## src/rtl/uart_tx_word_queue.sv

```systemverilog
// Word FIFO feeding the 4-byte UART transmitter: queues core writes and
// issues them one at a time with a start pulse, waiting for the done pulse.
module uart_tx_word_queue #(
  parameter int DEPTH_LOG2 = 4
) (
  input  logic                  clk,
  input  logic                  rstn,
  input  logic                  wr_en,
  input  logic [31:0]           wr_data,
  output logic                  full,
  output logic [DEPTH_LOG2:0]   count,
  output logic                  overflow,
  output logic                  idle,
  output logic [31:0]           tx_sdata,
  output logic                  tx_start,
  input  logic                  tx_done
);

  localparam int DEPTH = 1 << DEPTH_LOG2;
  localparam logic [DEPTH_LOG2:0]   FULL_COUNT = {1'b1, {DEPTH_LOG2{1'b0}}};
  localparam logic [DEPTH_LOG2:0]   CNT_ONE    = 1;
  localparam logic [DEPTH_LOG2-1:0] PTR_ONE    = 1;

  typedef enum logic {S_IDLE, S_WAIT} state_t;

  state_t                state;
  state_t                next_state;
  logic [31:0]           mem [DEPTH];
  logic [DEPTH_LOG2-1:0] rd_ptr;
  logic [DEPTH_LOG2-1:0] wr_ptr;
  logic                  push;
  logic                  pop;

  assign full = (count == FULL_COUNT);
  assign idle = (count == '0) && (state == S_IDLE);
  assign push = wr_en && !full;

  // tx_done outside S_WAIT is spurious and deliberately ignored
  always_comb begin
    next_state = state;
    pop        = 1'b0;
    case (state)
      S_IDLE: begin
        if (count != '0) begin
          pop        = 1'b1;
          next_state = S_WAIT;
        end
      end
      S_WAIT: begin
        if (tx_done) begin
          next_state = S_IDLE;
        end
      end
      default: next_state = S_IDLE;
    endcase
  end

  always_ff @(posedge clk) begin
    if (!rstn) begin
      state <= S_IDLE;
    end else begin
      state <= next_state;
    end
  end

  // A write arriving while full is dropped even if a pop frees a slot this cycle
  always_ff @(posedge clk) begin
    if (!rstn) begin
      rd_ptr   <= '0;
      wr_ptr   <= '0;
      count    <= '0;
      overflow <= 1'b0;
      tx_sdata <= '0;
      tx_start <= 1'b0;
    end else begin
      tx_start <= pop;
      if (pop) begin
        tx_sdata <= mem[rd_ptr];
        rd_ptr   <= rd_ptr + PTR_ONE;
      end
      if (push) begin
        wr_ptr <= wr_ptr + PTR_ONE;
      end
      if (wr_en && full) begin
        overflow <= 1'b1;
      end
      case ({push, pop})
        2'b10:   count <= count + CNT_ONE;
        2'b01:   count <= count - CNT_ONE;
        default: count <= count;
      endcase
    end
  end

  always_ff @(posedge clk) begin
    if (push) begin
      mem[wr_ptr] <= wr_data;
    end
  end

endmodule

```

## config.mk

```make
export PLATFORM = sky130hd
export DESIGN_NAME = uart_tx_word_queue
export DESIGN_NICKNAME = d
export VERILOG_FILES = /design/src/rtl/uart_tx_word_queue.sv
export SDC_FILE = /design/constraint.sdc
export NUM_CORES = 1
export LEC_CHECK = 0
export CAP_MARGIN = 5
export CORE_MARGIN = 2
export CORE_UTILIZATION = 50
export CTS_BUF_LIST = sky130_fd_sc_hd__clkbuf_8
export DETAILED_ROUTE_END_ITERATION = 12
export PLACE_DENSITY_LB_ADDON = 0.15
export SLEW_MARGIN = 20
export SYNTH_ARGS = -nofsm -noshare
export SYNTH_HDL_FRONTEND = slang
export SYNTH_SLANG_ARGS = --single-unit
export TNS_END_PERCENT = 50
```

## constraint.sdc

```tcl
create_clock -name clk -period 4.5 [get_ports clk]
set_input_delay 1.35 -clock clk [delete_from_list [all_inputs] [get_ports clk]]
set_output_delay 1.35 -clock clk [all_outputs]
set_load 0.01 [all_outputs]
```

* Word-level counts from Yosys, hierarchy flattened
Memories as Yosys holds them, arrays and structs flattened. A register that Yosys moved wholly into a read port is not among the register bits.
Cells that the tools add are included.
** Cells by class
- Eq/ne operators :: 3
- Add/sub/neg operators :: 4
- Reductions and logical operators :: 8
- Muxes and demuxes :: 7
- Bitwise gates (word level) :: 1
** Operators by type and width (count)
- 5-bit one-hot mux with 2 select lines :: 1
- 4-bit by 1-bit adder with 4-bit output (second input constant) :: 2
- 5-bit by 1-bit adder with 5-bit output (second input constant) :: 1
- 5-bit equality test (second input constant) :: 1
- 5-bit logical NOT :: 1
- 1-bit two-way mux :: 5
- 5-bit nonzero test :: 1
- 5-bit by 1-bit subtractor with 5-bit output (second input constant) :: 1
- 1-bit logical AND :: 3
- 2-bit by 1-bit equality test with 1-bit output (second input constant) :: 1
- 2-bit equality test (second input constant) :: 1
- 1-bit logical NOT :: 2
- 1-bit one-hot mux with 2 select lines :: 1
- 2-bit nonzero test :: 1
- 1-bit NOT :: 1
** Storage, ports and cells
- Bits in registers :: 16
- Memories :: 1
- Output and inout bits :: 41
- RAM bits :: 512
- Word-level logic and storage cells :: 30
- Input port bits :: 36
** Memory list
- mem :: words 16, width 32, rd ports 1, clocked after Yosys merged registers in 1, wr ports 1, RTL line 28 : logic [31:0] mem [DEPTH];

* Depth between registers and ports, before layout
- Word-level depth :: 5
- Depth in mapped cells :: 13
- Depth with buffers taken out :: 10

* Least setup slack after synthesis
No wires, ideal clock.
- Path type :: input-to-reg
- Start :: input wr_en
- End :: memory mem[0][0], enable pin
- Cell stages on the path :: 3
- Data arrival time :: 4109 ps
- Required time :: 4039 ps
- Path slack :: -69 ps
- Library setup time :: 461 ps
- Path buffers :: 0
- Cells stage by stage :: a21boi_1 nand2_1 nor3_1
** On the way
- Cells in the longest elaborated chain, start to end :: 3
** RTL lines
- start, declared :: RTL line 8 : input logic wr_en,
- 1-bit logical AND :: RTL line 36 : assign push = wr_en && !full;
- 1-bit two-way mux :: RTL line 96 : if (push) begin
- 1-bit two-way mux (not written as such) :: RTL line 97 : mem[wr_ptr] <= wr_data;
- end, declared :: RTL line 28
Every way passes these cells.

* Worst setup path after layout
- Start :: register count[1]
- End :: output idle
** On the way
- Cells in the longest elaborated chain, start to end :: 2
** RTL lines
- start, declared :: RTL line 11 : output logic [DEPTH_LOG2:0] count,
- start signal, assigned :: RTL line 88 : 2'b10: count <= count + CNT_ONE;
- start signal, assigned :: RTL line 89 : 2'b01: count <= count - CNT_ONE;
- start signal, assigned :: RTL line 90 : default: count <= count;
- 5-bit logical NOT :: RTL line 35 : assign idle = (count == '0) && (state == S_IDLE);
- 1-bit logical AND :: RTL line 35
- end, declared :: RTL line 13 : output logic idle,
Every way passes these cells.

==> metrics.txt <==
met2 routed WL=23.0 mm; first-pass GRT wire length=69.9 mm; area grow syn2layout=16.2%; Slowest cell on crit path=or4_1; CP max FO=10; final hold vios=0; Clock Latency Late Sink=0.66 ns; status=completed; WP data arrival=2.57 ns; met1 WL=20.2 mm; mux share of post-synthesis cell area=16.5%; Slew HR=31.4%; hold-fix buffers at CTS=0; largest family of logic cells by synthesized area=multiplexers; final core utilization=59.2%; CTS root buf=clkbuf_8; commonest non-fill, non-tap cells in the layout=512 x edfxtp_1, 128 x mux4_2, 94 x clkbuf_8, 75 x clkdlybuf4s50_1, 66 x mux2i_1; Buf+Inv Stages, Crit Path=1; Post-CTS Setup Inserts=0; clk_skew=0.0319 ns; GRT Resource Usage Total=21.7%; Mean Syn Cell Area=21.9 um^2; startpoint types=register; total of max-cap violations=0; DR DRC count=0; initial antenna violation count=0; fmax=255 MHz; Top FF cell, synth=edfxtp_1; ANT cells=0; Sink Count=560; vias in the first global route=10793; sequential share of the synthesized area=76.0%; Tcrit/Tclk final=87.2%; met3 WL post-DR=2.49 mm; Critical Path RT=3.15 ns; DRT iter0 DRCs=809; largest stage delay on the critical path=0.66 ns; count of final setup violators=0; worst path cell trace=or4_1, nor3_1, clkdlybuf4s50_1; Num CTS Buffers=91; critical path's top delay family=simple AND/OR/NAND/NOR gates; HP Class=register to register; peak supply drop=0.000297 V; DP Wirelength=26.8 mm; total die area=0.0446 mm^2; Cell Rows=75; Mapped Area=0.0215 mm^2; Synth Area in Simple Gates=2.14%; Final min period=3.92 ns; Final Wtd Congestion=0.750; Antenna Nets Post-Route=0; starting density of the core=51.0%; Adder-Cell Fraction of Synth Area=0.524%; synthesis-stage register bit count=560; critical path class=register to output port; RSZ-0062 raised after global routing=false; Worst-Margin Slew=1.03 ns; PostCTS Resize Cnt=0; wire per inst=26.9 um; setup TNS=0 ns; crit end category=output port; most common cell after layout, fill and taps aside=edfxtp_1; final wirelength=46.7 mm; Clock transition at path regs=0.06 ns; Pwr Density=544 mW/mm^2; Netlist cell types=44; largest net degree at the start of global routing=60; IO Pins=77; syn nets=1028; Final nets=1174; Post-synth EDFFs=512; highest routed metal layer=met4; Warnings, synthesis=0; Clock Path Buffers=3; CTS tree=built; Post-Synthesis Cells=983; first drt pass iteration count=5; gr ovfl total=0; Pleak=7.75 nW; Via density=5.93; H-tree levels=3; Synth Area in XOR/XNOR=0.367%; Vias=10314; Core ar.=0.0421 mm^2; Die X=211 um; max-slew violations=0; layout filler cell count=3018; post-synthesis compound-gate area fraction=2.87%; share of layout cells above drive strength 1=28.1%; Synth async-reset ratio=0%; Port Buf Inserts=76; Die Ht=211 um
==> state kept, by name (all words and copies together) (netlist names) <==
name	count
mem	512
tx_sdata	32
count	5
rd_ptr	4
wr_ptr	4
overflow	1
state	1
tx_start	1
==> cell families after synthesis <==
| group | count (synthesis) |
|---|---|
| multiplexers | 194 |
| adder cells (fa/ha/maj) | 9 |
| XOR/XNOR | 9 |
| buffers and inverters | 67 |
| AND/OR/NAND/NOR | 91 |
| AO/OA/AOI/OAI | 53 |
| flip-flops | 560 |
==> worst min-delay path: stages (launching register included) <==
cell and delay, ns:
dfxtp_1 0.34, a21oi_1 0.05, nor2_1 0.07
==> final timing paths <==
| path | from | end | slack (ns) | cells after the start |
|---|---|---|---|---|
| min reg2reg | overflow | overflow | 0.48 | 2 |
| min | overflow | overflow | 0.48 | 2 |
| max | count[1] | idle | 0.58 | 3 |
| max reg2reg | count[1] | count[4] | 1.25 | 10 |
==> area by class of cell <==
type	count	area [um^2]	share of cell area, %
Clock buffer	94	1290	5.18
Clock inverter	70	473	1.90
Inverter	8	30.0	0.120
Multi-Input combinational cell	356	4940	19.8
Sequential cell	560	16300	65.5
Tap cell	539	674	2.70
Timing Repair Buffer	112	1200	4.81
==> synthesized netlist by cell type, types with 3 or more instances <==
cell type / instances / area [um^2]
buf_6: 4 / 45.0
buf_4: 9 / 67.6
nand2b_1: 4 / 25.0
buf_2: 13 / 65.1
nor3_1: 5 / 25.0
xor2_1: 5 / 43.8
a21oi_1: 6 / 30.0
nand2_1: 6 / 22.5
edfxtp_1: 512 / 15400
nor2_1: 27 / 101
or3_1: 3 / 18.8
inv_1: 7 / 26.3
mux2i_1: 66 / 661
ha_1: 9 / 113
clkbuf_1: 24 / 90.1
o221ai_2: 30 / 450
nand3_1: 36 / 180
a211oi_1: 3 / 22.5
xnor2_1: 4 / 35.0
buf_1: 7 / 26.3
mux4_2: 128 / 2880
dfxtp_1: 48 / 961
==> report_power, final <==
group          leakage [nW]  internal, mW  switching (mW)  total, mW
sequential             5.02          5.98           0.325       6.31
clock                  1.01          2.30            1.98       4.28
combinational          1.72          1.47            1.52       2.99
==> stage by stage <==
step | hold slack, ns | worst slack, ns | total power, mW | instance area (um^2) | cells
after floorplan | 0.490 | -0.0668 | 8.35 | 21500 | 983
after global placement | 0.455 | 0.640 | 9.44 | 23200 | 1575
after detailed placement | 0.473 | 0.607 | 9.46 | 23200 | 1575
after CTS | 0.487 | 0.495 | 13.8 | 25000 | 1739
after global routing | 0.511 | 0.419 | 14.2 | 25000 | 1739
final | 0.482 | 0.578 | 13.6 | 25000 | 1739
==> metal layers <==
metal	vias to the layer above	GRT usage, %
met5	-	0
met4	0	6.61
met3	71	4.82
met2	304	34.6
met1	5502	30.3
li1	4437	-
Note: power is estimated with default switching activity, not from simulation.
